==> src/rtl/rst_req_rsp.sv <==
// rst_req_rsp: power-on hold and masked per-channel reset request/ack sequencer
module rst_req_rsp #(
   parameter int HOLD_CNT = 10,
   parameter int WAIT_MAX = 200
) (
   input  logic       clk,
   input  logic       rst,
   input  logic       req,
   input  logic [3:0] req_mask,
   input  logic [3:0] ch_ready,
   output logic [3:0] resetB,
   output logic       busy,
   output logic       ack,
   output logic       timeout,
   output logic       req_drop,
   output logic       por_done
);
   typedef enum logic [2:0] {POR_HOLD, IDLE, ASSERT, WAIT_RDY, DONE} state_t;
   localparam logic [7:0] HOLD_LAST = 8'(HOLD_CNT - 1);
   localparam logic [7:0] WAIT_LAST = 8'(WAIT_MAX - 1);
   state_t     state;
   logic [7:0] cnt;
   logic [3:0] msk;
   logic       rdy;
   assign rdy = (ch_ready & msk) == msk;
   // Sequencer: state, hold/wait counter, latched mask and all registered outputs
   always_ff @(posedge clk or posedge rst)
      if (rst) begin
         state    <= POR_HOLD;
         cnt      <= 8'd0;
         msk      <= 4'b1111;
         resetB   <= 4'b0000;
         busy     <= 1'b1;
         ack      <= 1'b0;
         timeout  <= 1'b0;
         req_drop <= 1'b0;
         por_done <= 1'b0;
      end else begin
         ack      <= 1'b0;
         timeout  <= 1'b0;
         req_drop <= req && state != IDLE;
         cnt      <= cnt + 8'd1;
         case (state)
            POR_HOLD:
               if (cnt == HOLD_LAST) begin
                  state    <= IDLE;
                  cnt      <= 8'd0;
                  resetB   <= 4'b1111;
                  por_done <= 1'b1;
                  busy     <= 1'b0;
               end
            IDLE: begin
               cnt <= 8'd0;
               if (req && req_mask != 4'b0000) begin
                  state  <= ASSERT;
                  msk    <= req_mask;
                  resetB <= resetB & ~req_mask;
                  busy   <= 1'b1;
               end else if (req) begin
                  ack <= 1'b1;
               end
            end
            ASSERT:
               if (cnt == HOLD_LAST) begin
                  state  <= WAIT_RDY;
                  cnt    <= 8'd0;
                  resetB <= 4'b1111;
               end
            WAIT_RDY:
               if (rdy || cnt == WAIT_LAST) begin
                  state   <= DONE;
                  cnt     <= 8'd0;
                  ack     <= 1'b1;
                  timeout <= !rdy;
               end
            DONE: begin
               state <= IDLE;
               cnt   <= 8'd0;
               busy  <= 1'b0;
            end
            default: state <= POR_HOLD;
         endcase
      end
endmodule

==> config.mk <==
export PLATFORM = sky130hd
export DESIGN_NAME = rst_req_rsp
export DESIGN_NICKNAME = d
export VERILOG_FILES = /design/src/rtl/rst_req_rsp.sv
export SDC_FILE = /design/constraint.sdc
export NUM_CORES = 1
export LEC_CHECK = 0
export ABC_CLOCK_PERIOD_IN_PS = 2000
export BUFFER_PORTS_ARGS = -buffer_cell sky130_fd_sc_hd__buf_4
export CAP_MARGIN = 20
export CORE_MARGIN = 2
export CORE_UTILIZATION = 45
export DETAILED_ROUTE_END_ITERATION = 8
export PLACE_DENSITY = 0.76
export SETUP_SLACK_MARGIN = 0.5
export SYNTH_ARGS = -nofsm -noshare
export SYNTH_HDL_FRONTEND = slang
export SYNTH_SLANG_ARGS = --single-unit
export TNS_END_PERCENT = 100
==> constraint.sdc <==
create_clock -name clk -period 2 [get_ports clk]
set_clock_uncertainty 0.15 [all_clocks]
set_input_delay 0.2 -clock clk [delete_from_list [all_inputs] [get_ports clk]]
set_output_delay 0.2 -clock clk [all_outputs]
set_load 0.02 [all_outputs]
==> flow_summary.toml, run 1 <==
[clock_tree]
cts_buffers = 3
cts_tree = "yes"
cts-htree-levels = 1
clk_latency_ns = 0.32
root_buffer = "clkbuf_4"
cts.sinks = 24
cts.clk_slew.worst_paths_ns = 0.13
clock_path_buffers = 2

[yosys]
netlist.area_leader.share_pct = 41.48
synth_most_common_cell = "dfrtp_1"
netlist_top_cells_count = "dfrtp_1, nor2_1, nand2_1, inv_1"
syn_inst = 102
synth_area_um2 = 1146
ys_seq_elements = 24
synth.area.top_cells = "dfrtp_1, dfstp_2, nor2_1"
yosysTopAreaCell = "dfrtp_1"
ys_async_sr_fraction_pct = 100.0
syn_avg_cell_area_um2 = 11.24
synth_flop_cell = "dfrtp_1"
syn_nets = 115
yosysWarnings = 0
yosysSeqAreaShare_pct = 52.95
synthDistinctLibCells = 35
synth_edf_count = 0

[sta]
drv_slew = 0
fmax_ghz = 0.6104
finalCriticalPeriod_ns = 1.638
relSlewSlack_pct = 80.03
post-route-period-util_pct = 81.91
post-route-worst-setup-slack_ns = 0.3617
hold_viol_final = 0
worstMarginPinSlew_ns = 0.2995
grt_setup_unrepaired = "yes"
setup_viol = 0
setup_tns_ns = 0

[worst_setup_path]
worstPathRequired_ns = 2.07
cp_data_arrival_time_ns = 1.71
worstRegToRegCells = 6
end_kind = "flop"
path_max_fanout = 8
cp-start-kind = "flop"
crit_type = "flop to flop"

[die]
dieArea_um2 = 2966
core_um2 = 2455
num_rows = 18
dieHeight_um = 54.47
dieWidth_um = 54.47
io_pins = 20
initial_core_util_pct = 46.69

[job]
cap_violations = 0

[cells_and_area]
antenna_cells = 0
syn2layout_area_growth_pct = 42.58
fin_cells = 172
multi_input_area_um2 = 608.1
final_layout_size_suffix_gt1_share_pct = 50.00
nFillCells = 189
nNetsFinal = 156
final_cell_area_um2 = 1634
seqCellArea_um2 = 613.1

[place]
place_inst = 152
globalplace.congestion = 0.7226
portBuffers = 19
detailed_place_hpwl_um = 1655
dpl_cell_area_um2 = 1336
dp_slack_ns = 0.1918

[routing]
vias = 922
ant_nets = 0
first_pass_iters = 5
vias_per_cell = 5.360
wl_per_cell_um = 15.38
drc_errors = 0
drt_wl_total_um = 2646
drt_iter0_drc = 10

[pwr]
leakage_nw = 0.7530
power_w = 0.002143
vdd.ir_drop.worst_mv = 1.200
p_per_area_nw_per_um2 = 1311

[status]
status = "completed"

[hold_path]
hold_path.class = "input port to flop"
holdPathStages = 3

[grt]
grt_use_total_pct = 19.12
grt_overflow_total = 0
grt_start_max_net_pins = 25
grt_pass1_vias = 876
grt_antenna_before_repair = 0
grt_pass1_wl_um = 3967
[cells in the final DEF (no fill, tap or decap), types with 3 or more instances in the layout]
| cell type | n |
|---|---|
| xor2_1 | 4 |
| dfrtp_2 | 5 |
| dfstp_2 | 5 |
| a21o_1 | 5 |
| dfrtp_1 | 14 |
| dlygate4sd3_1 | 5 |
| buf_6 | 4 |
| buf_4 | 27 |
| nand2b_1 | 4 |
| nor2_1 | 10 |
| nand2_1 | 3 |
| inv_1 | 5 |
| clkbuf_4 | 3 |
| nand2_2 | 4 |
| nand3_1 | 5 |
[registers in the layout (all words and copies together) (netlist names)]
register	flops
cnt	8
msk	4
resetB	4
state	3
ack	1
busy	1
por_done	1
req_drop	1
timeout	1
[power by group]
part / switching, W / internal [W] / leakage (nW) / total, W
logic: 0.000482 / 0.000494 / 0.428 / 0.000976
clock network: 0.000146 / 0.000203 / 0.0279 / 0.000349
registers: 0.000147 / 0.000670 / 0.298 / 0.000817
total: 0.000776 / 0.00137 / 0.753 / 0.00214
[per-layer routing]
layer / up-vias / wire, µm / global-route usage (%)
met2: 16 / 1391 / 32.73
met5: - / 0 / 0
li1: 435 / - / -
met1: 469 / 1148 / 24.74
met4: 0 / 6 / 1.250
met3: 2 / 100 / 6.011
[cells by family (layout without fill, tap and decap cells)]
logic type	count (synthesis)	after routing	synth area share [%]
AND/OR/NAND/NOR	45	45	21.83
flip-flops	24	24	52.95
AO/OA/AOI/OAI	19	19	16.49
XOR/XNOR	6	6	4.585
buffers and inverters	6	46	1.965
adder cells (fa/ha/maj)	2	2	2.183
[worst max-delay path, cell delays in order (launching register included)]
cell and delay (ns):
dfrtp_1 0.44, ha_4 0.16, and4b_1 0.21, nand3_2 0.12, a221oi_4 0.24, buf_6 0.17, nor2_1 0.05
[stage by stage]
| step | hold WS (ns) | util [%] |
|---|---|---|
| finish | 0.03108 | 66.56 |
| global route | 0.01895 | 66.56 |
| CTS | 0.02280 | 62.79 |
| detailed placement | 0.1223 | 54.43 |
| global placement | 0.1117 | 54.43 |
| floorplan | 0.06092 | - |
[path summary, 6_finish.rpt]
check / from / end / slack (ns)
min in group asynchronous: rst / resetB[0] / 0.32
max in group asynchronous: rst / msk[2] / 1.10
hold reg to reg: busy / busy / 0.34
setup reg to reg: cnt[0] / cnt[4] / 0.36
hold / removal: req_mask[1] / resetB[1] / 0.03
setup / recovery: cnt[0] / cnt[4] / 0.36
[area by class of cell]
cell class,count,share of cell area [%]
Clock buffer,3,1.378
Sequential cell,24,37.52
Timing Repair Buffer,36,18.22
Tap cell,30,2.297
Multi-Input combinational cell,72,37.21
Inverter,6,1.531
Clock inverter,1,1.838
[what timing repair did]
action,in CTS,in global routing
hold endpoints to repair,23,0
gates resized for setup,9,21
setup endpoints to repair,23,22
setup buffers,9,2
hold buffers,5,0
pin swaps,4,11
Note: power is estimated with default switching activity, not from simulation.
==> run 2: changes to the inputs <==
--- a/config.mk
+++ b/config.mk
@@ -5,7 +5,7 @@
 export SDC_FILE = /design/constraint.sdc
 export NUM_CORES = 1
 export LEC_CHECK = 0
-export ABC_CLOCK_PERIOD_IN_PS = 2000
+export ABC_CLOCK_PERIOD_IN_PS = 1670
 export BUFFER_PORTS_ARGS = -buffer_cell sky130_fd_sc_hd__buf_4
 export CAP_MARGIN = 20
 export CORE_MARGIN = 2
==> constraint.sdc (replaced) <==
create_clock -name clk -period 1.67 [get_ports clk]
set_clock_uncertainty 0.15 [all_clocks]
set_input_delay 0.167 -clock clk [delete_from_list [all_inputs] [get_ports clk]]
set_output_delay 0.167 -clock clk [all_outputs]
set_load 0.02 [all_outputs]
==> flow_summary.toml, run 2 (same netlist as run 1, synthesis figures left out) <==
[routing]
ant_nets = 0
vias = 986
wl_per_cell_um = 16.23
drt_wl_total_um = 2954
drc_errors = 0
vias_per_cell = 5.418
drt_iter0_drc = 20
first_pass_iters = 4

[grt]
grt_antenna_before_repair = 0
grt_pass1_wl_um = 4133
grt_pass1_vias = 890
grt_overflow_total = 0
grt_use_total_pct = 19.90
grt_start_max_net_pins = 14

[sta]
post-route-period-util_pct = 100.1
hold_viol_final = 0
setup_viol = 2
post-route-worst-setup-slack_ns = -0.001229
relSlewSlack_pct = 80.84
grt_setup_unrepaired = "yes"
whs_ns = 0.002850
worstMarginPinSlew_ns = 0.2868
fmax_ghz = 0.5984
drv_slew = 0
setup_tns_ns = -0.002292
finalCriticalPeriod_ns = 1.671

[die]
dieHeight_um = 54.47
num_rows = 18
dieWidth_um = 54.47
dieArea_um2 = 2966
io_pins = 20
initial_core_util_pct = 46.69
core_um2 = 2455

[place]
globalplace.congestion = 0.7896
detailed_place_hpwl_um = 1764
place_inst = 161
portBuffers = 19
dpl_cell_area_um2 = 1416

[pwr]
p_clk_share_pct = 10.4
p_per_area_nw_per_um2 = 1531
cellInternalPower_w = 0.001656
vdd.ir_drop.worst_mv = 1.184
comb_power_share_pct = 54.2
switching_share_pct = 37.80
switchingPower_w = 0.001006
seq_power_share_pct = 35.5
leakage_nw = 0.8064

[clock_tree]
cts-htree-levels = 1
cts_buffers = 3
cts.sinks = 24
clk_latency_ns = 0.33
root_buffer = "clkbuf_4"
cts_tree = "yes"
clock_path_buffers = 2
cts.clk_slew.worst_paths_ns = 0.13

[worst_setup_path]
cp-start-kind = "flop"
worstPathRequired_ns = 1.75
crit_type = "flop to flop"
path_max_fanout = 5
end_kind = "flop"
cp_data_arrival_time_ns = 1.75

[cells_and_area]
fin_cells = 182
antenna_cells = 0
largestRegisters = "cnt (8), msk (4), resetB (4)"
nNetsFinal = 166
fin_util_pct = 70.85
layout_commonest_cell = "buf_4"
syn2layout_area_growth_pct = 51.75
largest-register = "cnt"
largest_reg_flops = 8
mostFrequentLayoutCells = "buf_4, dfrtp_1, buf_6, nor2_2, dlygate4sd3_1"
final_layout_size_suffix_gt1_share_pct = 53.95
final_cell_area_um2 = 1739

[job]
cap_violations = 0

[hold_path]
hold_path.class = "input port to flop"

[status]
status = "complete, but fails checks"
violations = "negative setup slack"
[run 2: cell count changes in the layout (fill, tap and decap cells not counted), sizes merged]
cell / change
buf: +9
bufinv: -1
clkbuf: +1
clkinvlp: +1
dlygate4sd3: +1
inv: -1
[run 2: power groups by stage]
stage	logic (W)	clock network (W)	registers, W
finish	0.00144	0.000277	0.000944
global route	0.00153	0.000292	0.000965
CTS	0.00127	0.000275	0.000932
detailed placement	0.000974	0	0.000938
global placement	0.000942	0	0.000929
floorplan	0.000548	0	0.00100
[run 2: repair_timing]
action	4_1_cts	5_1_grt
pin swaps	12	8
setup buffers	10	1
gates resized for setup	23	18
hold endpoints to repair	11	1
endpoints found under the setup margin	32	44
hold buffers	5	1
[run 2: critical path: stages (launching register included)]
cell	delay, ns
dfrtp_1	0.41
ha_2	0.22
and4b_1	0.20
nand3_2	0.09
a221oi_4	0.29
buf_6	0.17
nor2_1	0.04
[run 2: cell type report]
type | instances | area, µm²
inverters | 6 | 28.78
fillers | 159 | 715.7
well taps | 30 | 37.54
repair buffers | 46 | 416.7
clock buffers | 4 | 26.28
multi-input cells | 72 | 620.6
flip-flops and latches | 24 | 609.3
[run 2: worst paths after layout]
kind,start,endpoint,slack (ns),depth (start not counted)
min in group asynchronous,rst,resetB[2],0.18,3
worst max-delay path,cnt[1],cnt[5],-0.001,6
worst min-delay path,req_mask[2],resetB[2],0.003,3
max in group asynchronous,rst,state[1],0.74,4
worst min register to register,por_done,por_done,0.35,1
worst max register to register,cnt[1],cnt[5],-0.001,6
[run 2: stage by stage]
step	worst slack, ns	power (W)
after global placement	0.06784	0.001871
after CTS	0.06153	0.002474
after detailed placement	-0.01121	0.001912
after global routing	-0.04306	0.002792
after floorplan	0.08247	0.001551
final	-0.001229	0.002662
[run 2: per-layer routing]
metal  vias up  track usage [%]  part of all wire [%]
li1        455                -                     -
met4         0            8.750                   1.4
met5         -                0                     0
met1       495            26.05                    43
met2        30            32.93                    52
met3         6            2.459                   3.1
==> run 3: changes to the inputs <==
--- a/config.mk
+++ b/config.mk
@@ -5,13 +5,13 @@
 export SDC_FILE = /design/constraint.sdc
 export NUM_CORES = 1
 export LEC_CHECK = 0
-export ABC_CLOCK_PERIOD_IN_PS = 1670
+export ABC_CLOCK_PERIOD_IN_PS = 1500
 export BUFFER_PORTS_ARGS = -buffer_cell sky130_fd_sc_hd__buf_4
 export CAP_MARGIN = 20
 export CORE_MARGIN = 2
-export CORE_UTILIZATION = 45
+export CORE_UTILIZATION = 48
 export DETAILED_ROUTE_END_ITERATION = 8
-export PLACE_DENSITY = 0.76
+export PLACE_DENSITY = 0.83
 export SETUP_SLACK_MARGIN = 0.5
 export SYNTH_ARGS = -nofsm -noshare
 export SYNTH_HDL_FRONTEND = slang
==> constraint.sdc (replaced) <==
create_clock -name clk -period 1.5 [get_ports clk]
set_clock_uncertainty 0.15 [all_clocks]
set_input_delay 0.15 -clock clk [delete_from_list [all_inputs] [get_ports clk]]
set_output_delay 0.15 -clock clk [all_outputs]
set_load 0.02 [all_outputs]
==> flow_summary.toml, run 3 (same netlist as run 1, synthesis figures left out) <==
[pwr]
p_per_area_nw_per_um2 = 1704
switchingPower_w = 0.001185
vdd.ir_drop.worst_mv = 1.433
leakage_nw = 0.8970
p_clk_share_pct = 11.1
comb_power_share_pct = 54.9
switching_share_pct = 37.67
seq_power_share_pct = 34.0
cellInternalPower_w = 0.001961

[sta]
setup_tns_ns = -2.131
post-route-worst-setup-slack_ns = -0.1964
hold_viol_final = 0
finalCriticalPeriod_ns = 1.696
setup_viol = 18
grt_setup_unrepaired = "yes"
worstMarginPinSlew_ns = 0.3081
relSlewSlack_pct = 79.46
fmax_ghz = 0.5895
post-route-period-util_pct = 113.1
drv_slew = 0

[cells_and_area]
nNetsFinal = 183
final_cell_area_um2 = 1846
fin_cells = 197
final_layout_size_suffix_gt1_share_pct = 54.44
layout_commonest_cell = "buf_4"
seqCellArea_um2 = 609.3
antenna_cells = 0
largest_reg_flops = 8
largestRegisters = "cnt (8), msk (4), resetB (4)"
largest-register = "cnt"
mostFrequentLayoutCells = "buf_4, dfrtp_1, buf_6, nor2_1"
nFillCells = 120
fin_util_pct = 82.63
multi_input_area_um2 = 604.3
syn2layout_area_growth_pct = 61.03

[worst_setup_path]
reg2reg_slack_ns = -0.20
end_kind = "flop"
crit_chain = "ha_2, and4b_1, nand3_2, a221oi_4, buf_4, nor2_1"
crit_type = "flop to flop"
cp-start-kind = "flop"
critPathSlowestCell = "dfrtp_1"
cp_data_arrival_time_ns = 1.76
worstPathRequired_ns = 1.56
cp.buffers_inverters = 1
max_stage_delay_ns = 0.41
path_max_fanout = 4
path_delay_family = "flip-flops"

[grt]
grt_pass1_wl_um = 6003
grt_antenna_before_repair = 0
grt_start_max_net_pins = 25
grt_overflow_total = 0
grt_use_total_pct = 31.95
grt_pass1_vias = 1180

[clock_tree]
cts.clk_slew.worst_paths_ns = 0.13
cts_buffers = 3
cts.sinks = 24
root_buffer = "clkbuf_4"
clock_path_buffers = 2
cts-htree-levels = 1
clk_latency_ns = 0.32
cts_tree = "yes"

[routing]
wl_per_cell_um = 19.32
drt_iter0_drc = 44
vias = 1116
drc_errors = 0
ant_nets = 0
vias_per_cell = 5.665
first_pass_iters = 5
drt_wl_total_um = 3807

[die]
num_rows = 17
dieWidth_um = 52.87
io_pins = 20
dieArea_um2 = 2795
initial_core_util_pct = 51.32
core_um2 = 2233
dieHeight_um = 52.87

[hold_path]
hold_path.class = "input port to flop"

[place]
globalplace.congestion = 0.8276
portBuffers = 19
detailed_place_hpwl_um = 2076
dp_slack_ns = -0.1639
place_inst = 171
dpl_cell_area_um2 = 1504

[status]
status = "complete, but fails checks"
violations = "negative setup slack"

[job]
cap_violations = 0
-- run 3: cell count changes in the layout (fill, tap and decap cells not counted), sizes merged --
cell      change
inv           +1
clkinvlp      -1
buf          +17
-- run 3: power groups by stage --
stage / Combinational (W) / Clock [W] / Sequential [W]
6_report: 0.00173 / 0.000349 / 0.00107
5_1_grt: 0.00183 / 0.000380 / 0.00109
4_1_cts: 0.00152 / 0.000353 / 0.00103
3_5_place_dp: 0.00120 / 0 / 0.00103
3_3_place_gp: 0.00113 / 0 / 0.00102
2_1_floorplan: 0.000610 / 0 / 0.00112
-- run 3: layer usage --
| layer | GRT usage, % | wire, µm | vias up |
|---|---|---|---|
| met5 | 0 | 0 | - |
| met4 | 22.65 | 246 | 0 |
| met3 | 6.215 | 126 | 27 |
| met2 | 57.08 | 2069 | 44 |
| met1 | 32.97 | 1364 | 555 |
| li1 | - | - | 490 |
-- run 3: stage by stage --
step	hold slack (ns)	power, W
6_report	0.02928	0.003145
3_3_place_gp	0.06046	0.002151
3_5_place_dp	0.07410	0.002231
4_1_cts	-0.006324	0.002901
2_1_floorplan	0.01085	0.001727
5_1_grt	0.02075	0.003304
-- run 3: final timing paths --
kind	end	cells past startpoint	startpoint
max	cnt[6]	6	cnt[1]
min	msk[2]	3	req_mask[2]
max reg2reg	cnt[6]	6	cnt[1]
min reg2reg	msk[1]	1	msk[1]
max in group asynchronous	msk[2]	4	rst
min in group asynchronous	cnt[1]	4	rst
-- run 3: timing repair --
| action | in CTS | in global routing |
|---|---|---|
| endpoints found under the hold margin | 29 | 0 |
| setup buffers | 11 | 5 |
| pin swaps | 4 | 3 |
| resized for setup | 21 | 8 |
| setup endpoints to repair | 33 | 33 |
| hold buffers | 6 | 0 |
-- run 3: cell type report --
class                           count  area share, %
Multi-Input combinational cell     72          32.75
Sequential cell                    24          33.02
Timing Repair Buffer               63          28.88
Tap cell                           28          1.898
Inverter                            6          1.492
Clock buffer                        4          1.966
-- run 3: worst reg2reg max path, stage by stage (launching register included) --
cell and delay, ns:
dfrtp_1 0.41, ha_2 0.21, and4b_1 0.22, nand3_2 0.11, a221oi_4 0.26, buf_4 0.18, nor2_1 0.05
